$ cat src/rtl/div_seq_pkg.sv
// rtl/div_seq_pkg.sv - shared encodings and helpers for the divide sequencer
package div_seq_pkg;

    localparam int DIV_WIDTH = 32;
    localparam int DIV_CNT_W = 6;
    localparam logic [DIV_CNT_W-1:0] DIV_ITERS = 6'd32;

    typedef enum logic [1:0] {
        DIV_FREE   = 2'b00,
        DIV_BYZERO = 2'b01,
        DIV_ON     = 2'b10,
        DIV_END    = 2'b11
    } div_state_e;

    localparam logic DIV_RESULT_READY     = 1'b1;
    localparam logic DIV_RESULT_NOT_READY = 1'b0;
    localparam logic DIV_START            = 1'b1;
    localparam logic DIV_STOP             = 1'b0;

    // ALU opcodes EX decodes into signed_div_i
    localparam logic [7:0] EXE_DIV_OP  = 8'b00011010;
    localparam logic [7:0] EXE_DIVU_OP = 8'b00011011;

    function automatic logic div_is_signed(input logic [7:0] aluop);
        return aluop == EXE_DIV_OP;
    endfunction

    function automatic logic [DIV_WIDTH-1:0] neg_if(input logic cond,
                                                    input logic [DIV_WIDTH-1:0] val);
        return cond ? (~val + DIV_WIDTH'(1)) : val;
    endfunction

endpackage

$ cat src/rtl/div_step.sv
// rtl/div_step.sv - one restoring-division trial subtract on the partial remainder window
module div_step
    import div_seq_pkg::*;
(
    input  logic [DIV_WIDTH:0]   rem_i,
    input  logic [DIV_WIDTH-1:0] divisor_i,
    output logic [DIV_WIDTH:0]   diff_o
);

    // bit 32 of the difference is the borrow: set means the trial failed
    always_comb begin
        diff_o = rem_i - {1'b0, divisor_i};
    end

endmodule

$ cat src/rtl/div_seq.sv
// rtl/div_seq.sv - 32-iteration radix-2 restoring DIV/DIVU sequencer returning {remainder, quotient}
module div_seq
    import div_seq_pkg::*;
(
    input  logic                   clk,
    input  logic                   rst,
    input  logic                   start_i,
    input  logic                   annul_i,
    input  logic                   signed_div_i,
    input  logic [DIV_WIDTH-1:0]   opdata1_i,
    input  logic [DIV_WIDTH-1:0]   opdata2_i,
    output logic [2*DIV_WIDTH-1:0] result_o,
    output logic                   ready_o,
    output logic                   stallreq_o
);

    div_state_e                 state_q;
    logic [DIV_CNT_W-1:0]       cnt_q;
    logic [2*DIV_WIDTH:0]       work_q;
    logic [DIV_WIDTH-1:0]       divisor_q;
    logic                       sign1_q;
    logic                       sign2_q;
    logic [2*DIV_WIDTH-1:0]     result_q;
    logic                       ready_q;

    logic                       op1_neg;
    logic                       op2_neg;
    logic [DIV_WIDTH-1:0]       op1_abs;
    logic [DIV_WIDTH-1:0]       op2_abs;
    logic [DIV_WIDTH:0]         diff_d;
    logic [2*DIV_WIDTH:0]       work_d;
    logic [DIV_WIDTH-1:0]       quot_fix;
    logic [DIV_WIDTH-1:0]       rem_fix;

    div_step u_step (
        .rem_i     (work_q[2*DIV_WIDTH:DIV_WIDTH]),
        .divisor_i (divisor_q),
        .diff_o    (diff_d)
    );

    // work_q holds {remainder window, dividend/quotient bits}; bit 0 receives each quotient bit
    always_comb begin
        op1_neg  = signed_div_i & opdata1_i[DIV_WIDTH-1];
        op2_neg  = signed_div_i & opdata2_i[DIV_WIDTH-1];
        op1_abs  = neg_if(op1_neg, opdata1_i);
        op2_abs  = neg_if(op2_neg, opdata2_i);
        if (diff_d[DIV_WIDTH]) begin
            work_d = {work_q[2*DIV_WIDTH-1:0], 1'b0};
        end else begin
            work_d = {diff_d[DIV_WIDTH-1:0], work_q[DIV_WIDTH-1:0], 1'b1};
        end
        quot_fix = neg_if(sign1_q ^ sign2_q, work_q[DIV_WIDTH-1:0]);
        rem_fix  = neg_if(sign1_q, work_q[2*DIV_WIDTH:DIV_WIDTH+1]);
    end

    always_ff @(posedge clk or negedge rst) begin
        if (!rst) begin
            state_q   <= DIV_FREE;
            cnt_q     <= '0;
            work_q    <= '0;
            divisor_q <= '0;
            sign1_q   <= 1'b0;
            sign2_q   <= 1'b0;
            result_q  <= '0;
            ready_q   <= DIV_RESULT_NOT_READY;
        end else begin
            case (state_q)
                DIV_FREE: begin
                    if (start_i == DIV_START && !annul_i) begin
                        cnt_q     <= '0;
                        sign1_q   <= op1_neg;
                        sign2_q   <= op2_neg;
                        divisor_q <= op2_abs;
                        work_q    <= {{DIV_WIDTH{1'b0}}, op1_abs, 1'b0};
                        state_q   <= (opdata2_i == '0) ? DIV_BYZERO : DIV_ON;
                    end
                end
                DIV_BYZERO: begin
                    result_q <= '0;
                    if (annul_i) begin
                        state_q <= DIV_FREE;
                        ready_q <= DIV_RESULT_NOT_READY;
                    end else begin
                        state_q <= DIV_END;
                        ready_q <= DIV_RESULT_READY;
                    end
                end
                DIV_ON: begin
                    if (annul_i) begin
                        state_q  <= DIV_FREE;
                        cnt_q    <= '0;
                        work_q   <= '0;
                        result_q <= '0;
                        ready_q  <= DIV_RESULT_NOT_READY;
                    end else if (cnt_q != DIV_ITERS) begin
                        work_q <= work_d;
                        cnt_q  <= cnt_q + 6'd1;
                    end else begin
                        result_q <= {rem_fix, quot_fix};
                        ready_q  <= DIV_RESULT_READY;
                        state_q  <= DIV_END;
                        cnt_q    <= '0;
                    end
                end
                DIV_END: begin
                    // annul is ignored here: EX already owns the result
                    if (start_i == DIV_STOP) begin
                        state_q  <= DIV_FREE;
                        ready_q  <= DIV_RESULT_NOT_READY;
                        result_q <= '0;
                    end
                end
                default: begin
                    state_q <= DIV_FREE;
                end
            endcase
        end
    end

    assign result_o   = result_q;
    assign ready_o    = ready_q;
    assign stallreq_o = start_i & ~ready_q;

endmodule

$ cat config.mk
export PLATFORM = sky130hd
export DESIGN_NAME = div_seq
export DESIGN_NICKNAME = d
export VERILOG_FILES = /design/src/rtl/div_seq_pkg.sv /design/src/rtl/div_step.sv /design/src/rtl/div_seq.sv
export SDC_FILE = /design/constraint.sdc
export NUM_CORES = 1
export LEC_CHECK = 0
export BUFFER_PORTS_ARGS = -buffer_cell sky130_fd_sc_hd__buf_2
export CAP_MARGIN = 20
export CORE_ASPECT_RATIO = 0.6
export CORE_UTILIZATION = 47
export CTS_BUF_LIST = sky130_fd_sc_hd__clkbuf_8
export CTS_CLUSTER_SIZE = 20
export DETAILED_ROUTE_END_ITERATION = 8
export PLACE_DENSITY = 0.66
export SYNTH_ARGS = -nofsm -noshare
export SYNTH_HDL_FRONTEND = slang
export SYNTH_HIERARCHICAL = 1
export SYNTH_SLANG_ARGS = --single-unit
$ cat constraint.sdc
create_clock -name clk -period 2.94 [get_ports clk]
set_input_delay 0.294 -clock clk [delete_from_list [all_inputs] [get_ports clk]]
set_output_delay 0.294 -clock clk [all_outputs]
set_load 0.05 [all_outputs]
==> results of run 1 <==
## registers in the layout, summed over array words and instances, names as in the netlist
register / flops
result_o: 64
sign1_q: 1
cnt_q: 6
state_q: 2
ready_o: 1
work_q: 65
divisor_q: 32
sign2_q: 1
## cell usage after synthesis (10+ instances only)
master / instances
clkbuf_1: 67
nor3_1: 23
nand3_1: 20
ha_1: 42
xor2_1: 78
xnor2_1: 66
inv_1: 60
o31ai_1: 61
nor2_1: 72
o41ai_1: 13
nand2_1: 203
mux2i_1: 32
dfrtp_1: 172
nor4_1: 15
a21oi_1: 92
o21ai_0: 148
a31oi_1: 12
nand4_1: 11
a22oi_1: 10
o21ai_1: 12
a221oi_1: 13
## critical path, cell delays in order (launching register included)
cell and delay (ns):
dfrtp_1 0.37, inv_1 0.05, ha_2 0.19, fa_2 0.35, nor2b_2 0.14, o2111a_1 0.23
o21ai_2 0.08, a21oi_2 0.20, a31oi_2 0.14, o21ai_2 0.25, xnor2_4 0.16, buf_12 0.15
buf_12 0.14, mux2i_2 0.22, o31ai_1 0.08
## placed cells by master (no fill, tap or decap), types with 7 or more instances in the layout
cell type and n:
a21oi_1 91, nor4_1 15, dfrtp_1 171, nand3_1 19, a22o_1 7, a22oi_1 10, o31ai_1 61, clkbuf_8 17
buf_4 82, and3_1 7, xnor2_1 65, inv_1 60, a221oi_1 12, nand4_1 11, o21ai_1 13, nor3_1 23
and2_1 7, mux2i_1 30, o41ai_1 13, a21o_1 9, o21ai_0 144, ha_1 41, a31oi_1 11, buf_2 133
nand2b_1 9, xor2_1 78, nor2_1 72, nand2_1 202, or4_1 9
## layer usage
| metal | part of all wire, % | GRT usage, % |
|---|---|---|
| met1 | 54 | 47.6 |
| met2 | 34 | 31.5 |
| met3 | 12 | 9.05 |
| met4 | 0.54 | 4.99 |
| met5 | 0 | 0 |
## area by class of cell
class                   count  area (um^2)  area share, %
multi-input cells        1060         6870           50.3
flip-flops and latches    172         4310           31.5
repair buffers            225         1460           10.7
well taps                 322          403           2.95
clock buffers              17          234           1.71
inverters                  60          225           1.65
clock inverters            15          163           1.19
## repair_timing
action                     4_1_cts  5_1_grt
gates resized for setup          7       17
pin swaps                        5        9
hold buffers                     1        0
hold endpoints to repair        37        0
cloned                           1        0
setup buffers                    3        0
setup endpoints to repair       32       33
## report_power, final
| group | total [uW] | internal (uW) | switching [uW] |
|---|---|---|---|
| sequential | 3470 | 2840 | 630 |
| clock | 1690 | 698 | 991 |
| combinational | 5470 | 1960 | 3510 |
## path summary, 6_finish.rpt
path	slack, ns	start	depth (start not counted)	end
worst max-delay path	0.06	work_q[32]	14	work_q[48]
worst min-delay path	0.06	annul_i	2	ready_o
worst max register to register	0.06	work_q[32]	14	work_q[48]
worst min register to register	0.48	result_o[51]	2	result_o[51]
max in group asynchronous	1.85	rst	3	divisor_q[14]
min in group asynchronous	0.28	rst	2	result_o[24]
## metrics by stage
stage,hold WS (ns),total power (uW),cell area (um^2)
finish,0.0609,10600,13700
global route,0.0428,11300,13700
CTS,0.0327,10500,13600
detailed placement,0.238,8780,13100
global placement,0.232,8690,13100
floorplan,-0.00159,6950,11600
## cell families after synthesis
group | Yosys count
buffers and inverters | 133
adders and majority gates | 43
DFF | 172
and+or+nand+nor | 411
AOI/OAI and AO/OA | 428
muxes | 34
xor gates and xnor gates | 144
==> results.md, run 1 <==
- Outcome: finished, final reports clean
- Filler cells: approximately 2300
- Area of the core: 24200 um^2
- ANT cells: 0
- Syn_area_per_cell: around 8.5 um^2
- First-pass GRT wire length: 53.2 mm
- Synth Net Count: approximately 1500
- Power Dens Cells: a little under 800 nW/um^2
- Die height: about 120 um
- Final WS setup: 0.0565 ns
- VDD IR-drop max: 0.678 mV
- Fin. Hold Viols: 0
- Initial core utilization: ~48%
- Total Routed Length: around 35 mm
- Post-synth top area cell: dfrtp_1
- Inst Count DP: roughly 1800
- Tcrit/Tclk final: around 98%
- ANT nets after route: 0
- Netlist Area Pre-Place: between 10000 and 15000 um^2
- # setup viols final: 0
- H-tree level count: 4
- CP max FO: 10
- Vias: about 11000
- Post-synthesis mux area share: 2.96%
- Relative slew slack: approximately two fifths
- Worst hold path type: in -> reg
- Number of warnings issued by yosys: 6
- Area delta synth->final: 17.9%
- Worst slew pin tran: between 0.9 and 1 ns
- Vias per cell: 5.83
- Synthesized flop and latch total: around 170
- P_leak: about 0.0065 uW
- Routability congestion estimate: around 0.97
- Layout cells sized above 1: about a fifth
- Synth top area cells: dfrtp_1 (37%), nand2_1 (6.6%), o21ai_0 (6.4%)
- FFs w/ async S/R, synth: between 90% and 100%
- Worst Skew: 0.0157 ns
- DP Wirelength: 27.4 mm
- Synth Flop Type: dfrtp_1
- Unrepaired setup endpoints after global routing: true
- Crit path launch type: flip-flop
- Pre-Repair DR Iteration Count: 6
- Detailed Route Iter0 Violations: between 1000 and 1500
- Clock Pin Slew Worst Setup and Hold Paths: ~0.10 ns
- Req. time, crit path: about 3.3 ns
- Post-synthesis cell count: around 1400
- CTS Buf Count: 17
- Worst EP arrival: roughly 3.3 ns
- Setup CP Type: reg -> reg
- Root Buffer: clkbuf_8
- Setup TNS: 0 ns
- Initial antenna violation count: 1
- Compound-cell area share of the yosys netlist: 23.3%
- Fmax achieved: 347 MHz
- Largest net degree at the start of global routing: 77
- Die outline area: between 20000 and 30000 um^2
- Max Slew Vio Count: 0
- Yosys cell types: between 70 and 80
- Vias in the first global route: between 9000 and 10000
- Nets: between 1500 and 2000
- I/O pin count: about 140
- CTS max path bufs: 2
- Simple logic cell fraction of the synthesized area: roughly 17%
- Max_cap viols: 0
- Seq/Total Area, Yosys: between 30% and 40%
- Adder-Cell Fraction of Synth Area: around 4.7%
- EDFF count, synth: 0
- XOR/XNOR Fraction of Synth Area: roughly 11%
- Row cnt: 44
- # clock sinks: 172
- Min cycle time layout: 2.88 ns
- Pre-CTS setup slack: -0.156 ns
- CTS tree: done
- Post-layout util: roughly 57%
- Yosys top cell area share: between 30% and 40%
- Layout Cells excl Fill: around 1900
- Gr ovfl total: 0
- Die width: about 200 um
- Port bufs: ~130
- DRC: 0
- Clk Latency, worst-skew pair: ~0.5 ns
- Crit path capture type: flip-flop
- Avg WL per Cell: 18.8 um
- All-Layer GR Usage: about 28%
- Largest family of logic cells by synthesized area: compound AO/OA/AOI/OAI gates
Power figures use the tool's default switching activity.
==> inputs of run 2 (changes only) <==
Settings changed: CELL_PAD_IN_SITES_DETAIL_PLACEMENT set to 0, CELL_PAD_IN_SITES_GLOBAL_PLACEMENT set to 1, CORE_UTILIZATION 47 to 42, PLACE_DENSITY 0.66 to 0.77.
==> run 2 against run 1 <==
  * Setup slack improved by 0.019 ns
  * Cell count is 2.2% higher
  * Highest routed layer is now met5
  * Critical endpoint is now work_q[58]
  * Critical path depth is 2 lower
  * Register-to-register slack gained 0.02 ns
  * Critical path type unchanged
  * Die area up 12%
==> results.md, run 2 (synthesized netlist as in run 1, its figures left out) <==
- Outcome: finished, final reports clean
- Pre-Repair DR Iteration Count: 7
- Detailed Route Iter0 Violations: 1291
- Clk Latency, worst-skew pair: ~0.49 ns
- VDD IR-drop max: 0.692 mV
- Largest net degree at the start of global routing: slightly below 80
- Min cycle time layout: 2.86 ns
- Pre-CTS setup slack: -0.204 ns
- H-tree level count: 4
- Design area: 13700 um^2
- Unrepaired setup endpoints after global routing: true
- DP Wirelength: 28.1 mm
- Slowest stage cell, crit path: dfrtp_1
- All-Layer GR Usage: between 20 and 30%
- Crit path largest cell delay: ~0.44 ns
- Worst Skew: between 0.015 and 0.02 ns
- Final WS setup: 0.0754 ns
- Worst hold path type: in -> reg
- CP max FO: 4
- Vias: about 11000
- Vias in the first global route: approximately 9500
- Root Buffer: clkbuf_8
- Fin. Hold Viols: 0
- WP buf/inv: 2
- Ordered cell list for the critical path: buf_4 -> inv_1 -> ha_1 -> nor2b_1 -> o211ai_1 -> a31oi_2 -> a21boi_2 -> o31ai_4 -> a41oi_1 -> xnor2_1 -> mux2i_1 -> o31ai_1
- Fmax achieved: 349 MHz
- # setup viols final: 0
- DRC: 0
- Total Routed Length: approximately 36 mm
- Avg WL per Cell: ~19 um
- Most common cell after layout, fill and taps aside: nand2_1
- Crit path capture type: flip-flop
- Routability congestion estimate: ~0.95
- Vias per cell: ~5.7
- Area post-placement: about 13000 um^2
- Max Slew Vio Count: 0
- Post-layout util: between 50% and 60%
- Top cell family by delay on the critical path: compound AO/OA/AOI/OAI gates
- Crit path launch type: flip-flop
- I/O pin count: about 140
- Clock Pin Slew Worst Setup and Hold Paths: ~0.090 ns
- Die outline area: between 20000 and 30000 um^2
- Power Dens Cells: 781 nW/um^2
- P_leak: 0.00648 uW
- Gr ovfl total: 0
- Relative slew slack: between 40% and 50%
- Nets: around 1700
- Layout cells sized above 1: 19.6%
- Max_cap viols: 0
- Port bufs: 134
- CTS tree: done
- Area delta synth->final: 18.4%
- Worst EP arrival: around 3.3 ns
- Setup CP Type: reg -> reg
- Max FFs per register: 65
- Tcrit/Tclk final: 97.4%
- Initial core utilization: a little over two fifths
- CTS Buf Count: 17
- Min Hold Slack: 0.0698 ns
- Most flops, register: work_q
- Row cnt: 46
- Commonest cells after routing, fill and taps aside: nand2_1 (202), dfrtp_1 (172), o21ai_0 (145)
- Initial antenna violation count: 0
- First-pass GRT wire length: ~55 mm
- CTS max path bufs: 2
- Req. time, crit path: 3.32 ns
- Worst slew pin tran: between 0.8 and 0.9 ns
- Area of the core: roughly 27000 um^2
- # clock sinks: between 150 and 200
- ANT cells: 0
- ANT nets after route: 0
- Die width: roughly 220 um
- Die height: roughly 130 um
[run 2: timing repair]
item / CTS / global route
buffers inserted: 3 / 6
setup endpoints to repair: 32 / 32
hold buffers: 1 / 0
hold endpoints to repair: 39 / 0
gates resized for setup: 4 / 22
pin swaps: 4 / 9
gates cloned: 0 / 1
[run 2: path summary, 6_finish.rpt]
| check | slack, ns | start | to | cells after the start |
|---|---|---|---|---|
| worst max-delay path | 0.08 | divisor_q[1] | work_q[58] | 12 |
| worst min-delay path | 0.07 | annul_i | ready_o | 2 |
| worst max register to register | 0.08 | divisor_q[1] | work_q[58] | 12 |
| worst min register to register | 0.48 | result_o[56] | result_o[56] | 2 |
| max in group asynchronous | 1.88 | rst | work_q[45] | 3 |
| min in group asynchronous | 0.28 | rst | result_o[22] | 2 |
[run 2: power breakdown]
group          leakage (uW)  switching [uW]  total, uW  internal (uW)
clock              0.000198             951       1730            778
combinational       0.00398            3550       5500           1950
sequential          0.00230             643       3480           2840
total               0.00648            5140      10700           5560
[run 2: stage by stage]
stage                     setup TNS, ns  std cells  total power (uW)
after global routing              -1.43       1913             11400
after detailed placement          -5.06       1871              8800
after global placement            -1.60       1871              8710
final                                 0       1913             10700
after floorplan                  -0.486       1365              6950
after CTS                             0       1907             10500
[run 2: metal layers]
metal / global-route usage [%] / vias up / share of wire (%)
met4: 3.85 / 2 / 0.51
met1: 44.6 / 5195 / 55
met2: 29.8 / 458 / 34
met5: 2.50 / - / 0.28
li1: - / 5237 / -
met3: 6.32 / 16 / 10
[run 2: layout make-up]
cell class	instances	area [um^2]
inverters	60	225
clock inverters	14	144
multi-input cells	1060	6890
well taps	360	450
clock buffers	18	248
repair buffers	229	1460
flip-flops and latches	172	4300
fillers	2580	13000
[run 2: worst register-to-register path, cell delays in order, from the launching register on]
cell	delay, ns
dfrtp_1	0.44
buf_4	0.15
inv_1	0.06
ha_1	0.27
nor2b_1	0.19
o211ai_1	0.14
a31oi_2	0.34
a21boi_2	0.16
o31ai_4	0.28
a41oi_1	0.20
xnor2_1	0.22
mux2i_1	0.09
o31ai_1	0.21
==> inputs of run 3 (changes only) <==
Settings changed: CELL_PAD_IN_SITES_DETAIL_PLACEMENT 0 to 2, CELL_PAD_IN_SITES_GLOBAL_PLACEMENT 1 to 2, CORE_UTILIZATION 42 to 33, PLACE_DENSITY 0.77 to 0.75.
==> run 3 against run 2 <==
  * The run now ends with negative setup slack left
  * Global-route usage shrank 0.16 points
  * Clock skew grew 0.0063 ns
  * Register-to-register slack lost 0.14 ns
  * Worst hold slack lost 0.039 ns
  * Critical path depth grew 1
  * Die area grew 27%
  * Clock power is essentially flat
==> results.md, run 3 (synthesized netlist as in run 1, its figures left out) <==
- Outcome: complete, but fails checks
- Violated checks: negative setup slack
- Tot Pwr: 11300 uW
- Logic pwr share: 53.8%
- Max_cap viols: 0
- # setup viols final: 9
- ANT nets after route: 0
- Fin. Hold Viols: 0
- Clock Pin Slew Worst Setup and Hold Paths: roughly 0.11 ns
- Pre-Repair DR Iteration Count: 5
- Initial core utilization: approximately a third
- Nets: between 1500 and 2000
- Clock share of power: approximately 16%
- Post-layout util: between 40% and 50%
- Die height: approximately 150 um
- Net Sw Frac: about half
- Design area: around 14000 um^2
- Vias per cell: approximately 5.6
- Fmax achieved: approximately 330 MHz
- CP startpoint: divisor_q[0]
- Sequential power share: a little under a third
- Gr ovfl total: 0
- Root Buffer: clkbuf_8
- Routability congestion estimate: between 0.9 and 1
- Crit path launch type: flip-flop
- DP Wirelength: approximately 35 mm
- First-pass GRT wire length: between 70 and 80 mm
- Area post-placement: approximately 13000 um^2
- Worst hold path type: in -> reg
- Worst slew pin tran: between 0.8 and 0.9 ns
- CTS tree: done
- All-Layer GR Usage: roughly a quarter
- Final WS setup: -0.0660 ns
- # clock sinks: approximately 170
- Clk Latency, worst-skew pair: 0.53 ns
- Crit path capture type: flip-flop
- Most flops, register: work_q
- Relative slew slack: about two fifths
- Tcrit/Tclk final: 102%
- I/O pin count: 135
- Port bufs: between 100 and 150
- Vias in the first global route: ~12000
- Die width: 244 um
- Req. time, crit path: between 3 and 4 ns
- Crit Reg-Reg Startpoint: divisor_q[0]
- Unrepaired setup endpoints after global routing: true
- Max Slew Vio Count: 0
- Area of the core: 34200 um^2
- Power Dens Cells: about 800 nW/um^2
- Initial antenna violation count: 2
- Worst Skew: 0.0258 ns
- Multi-input gate area: about 7000 um^2
- Max FFs per register: between 60 and 70
- Vias: approximately 11000
- Avg WL per Cell: approximately 23 um
- CTS Buf Count: 17
- Switching power: ~5600 uW
- Row cnt: between 50 and 60
- Power Internal: ~5600 uW
- P_leak: ~0.0066 uW
- Min cycle time layout: between 3 and 4 ns
- CP max FO: 8
- Inst Count DP: 1987
- Commonest cells after routing, fill and taps aside: nand2_1 (202), dfrtp_1 (172), o21ai_0 (146)
- Largest net degree at the start of global routing: between 70 and 80
- Worst EP arrival: around 3.4 ns
- Layout cells sized above 1: 21.7%
- FF+latch area: 4300 um^2
- Total Routed Length: around 46 mm
- Die outline area: between 30000 and 40000 um^2
- Area delta synth->final: 22.0%
- CTS max path bufs: 2
- Layout Cells excl Fill: 2040
- Setup CP Type: reg -> reg
- Detailed Route Iter0 Violations: approximately 750
- Filler cells: between 3000 and 4000
- VDD IR-drop max: 0.465 mV
- DRC: 0
- Min-delay src: annul_i
- Most common cell after layout, fill and taps aside: nand2_1
- H-tree level count: 4
-- run 3: cell count changes in the layout (fill, tap and decap cells not counted), moves of 2 or more --
cell / before / now
buf_4: 88 / 112
a21oi_1: 90 / 86
a21oi_2: 2 / 6
inv_8: 0 / 3
buf_6: 2 / 4
clkinv_2: 2 / 4
clkinvlp_4: 3 / 1
ha_4: 0 / 2
inv_1: 62 / 60
nor2b_4: 0 / 2
-- run 3: final timing paths --
check | endpoint | slack, ns | depth (start not counted)
setup / recovery | work_q[44] | -0.07 | 13
min in group asynchronous | result_o[22] | 0.28 | 2
max in group asynchronous | result_o[50] | 1.88 | 3
hold reg to reg | result_o[57] | 0.48 | 2
hold / removal | ready_o | 0.03 | 2
setup reg to reg | work_q[44] | -0.07 | 13
-- run 3: critical path, stage by stage (launching register included) --
cell and delay, ns:
dfrtp_1 0.43, ha_4 0.19, fa_2 0.41, nor2b_4 0.13, o2111a_1 0.22, o21ai_2 0.09, a21oi_2 0.22, a31oi_2 0.14
o21ai_2 0.20, xnor2_2 0.16, buf_6 0.19, buf_12 0.15, mux2i_1 0.08, o31ai_1 0.27
-- run 3: power by group through the flow --
| stage | Sequential, uW | Combinational, uW | Clock, uW |
|---|---|---|---|
| floorplan | 3340 | 3600 | 0 |
| global placement | 3420 | 5510 | 0 |
| detailed placement | 3480 | 5760 | 0 |
| CTS | 3440 | 5840 | 1790 |
| global route | 3510 | 6600 | 1860 |
| finish | 3470 | 6070 | 1740 |
-- run 3: final cells by class --
type                       instances  share of cell area [%]
multi-input combinational       1060                    49.2
sequential                       172                    30.4
timing repair buffer             256                    12.0
tap                              459                    4.06
clock buffer                      18                    1.75
inverter                          60                    1.59
clock inverter                    14                   0.956
antenna                            1                  0.0177
-- run 3: per-layer routing --
layer  global-route usage (%)  vias up  share of wire, %
met4                     3.84        0              0.61
li1                         -     5288                 -
met5                        0        -                 0
met2                     34.4      309                40
met3                     4.79       18               6.8
met1                     41.7     5715                53
-- run 3: stage by stage --
stage | setup slack (ns) | setup TNS, ns | hold WS (ns)
finish | -0.0660 | -0.169 | 0.0310
global route | -0.205 | -3.70 | 0.0173
CTS | 0.0220 | 0 | 0.00590
detailed placement | -0.325 | -9.60 | 0.286
global placement | -0.168 | -4.67 | 0.278
floorplan | -0.0194 | -0.486 | -0.00159
-- run 3: timing repair --
| action | 4_1_cts | 5_1_grt |
|---|---|---|
| setup buffers | 7 | 10 |
| gates cloned | 1 | 1 |
| resized for setup | 9 | 30 |
| hold buffers | 1 | 0 |
| endpoints found under the hold margin | 48 | 0 |
| endpoints found under the setup margin | 33 | 39 |
| pin swaps | 6 | 18 |
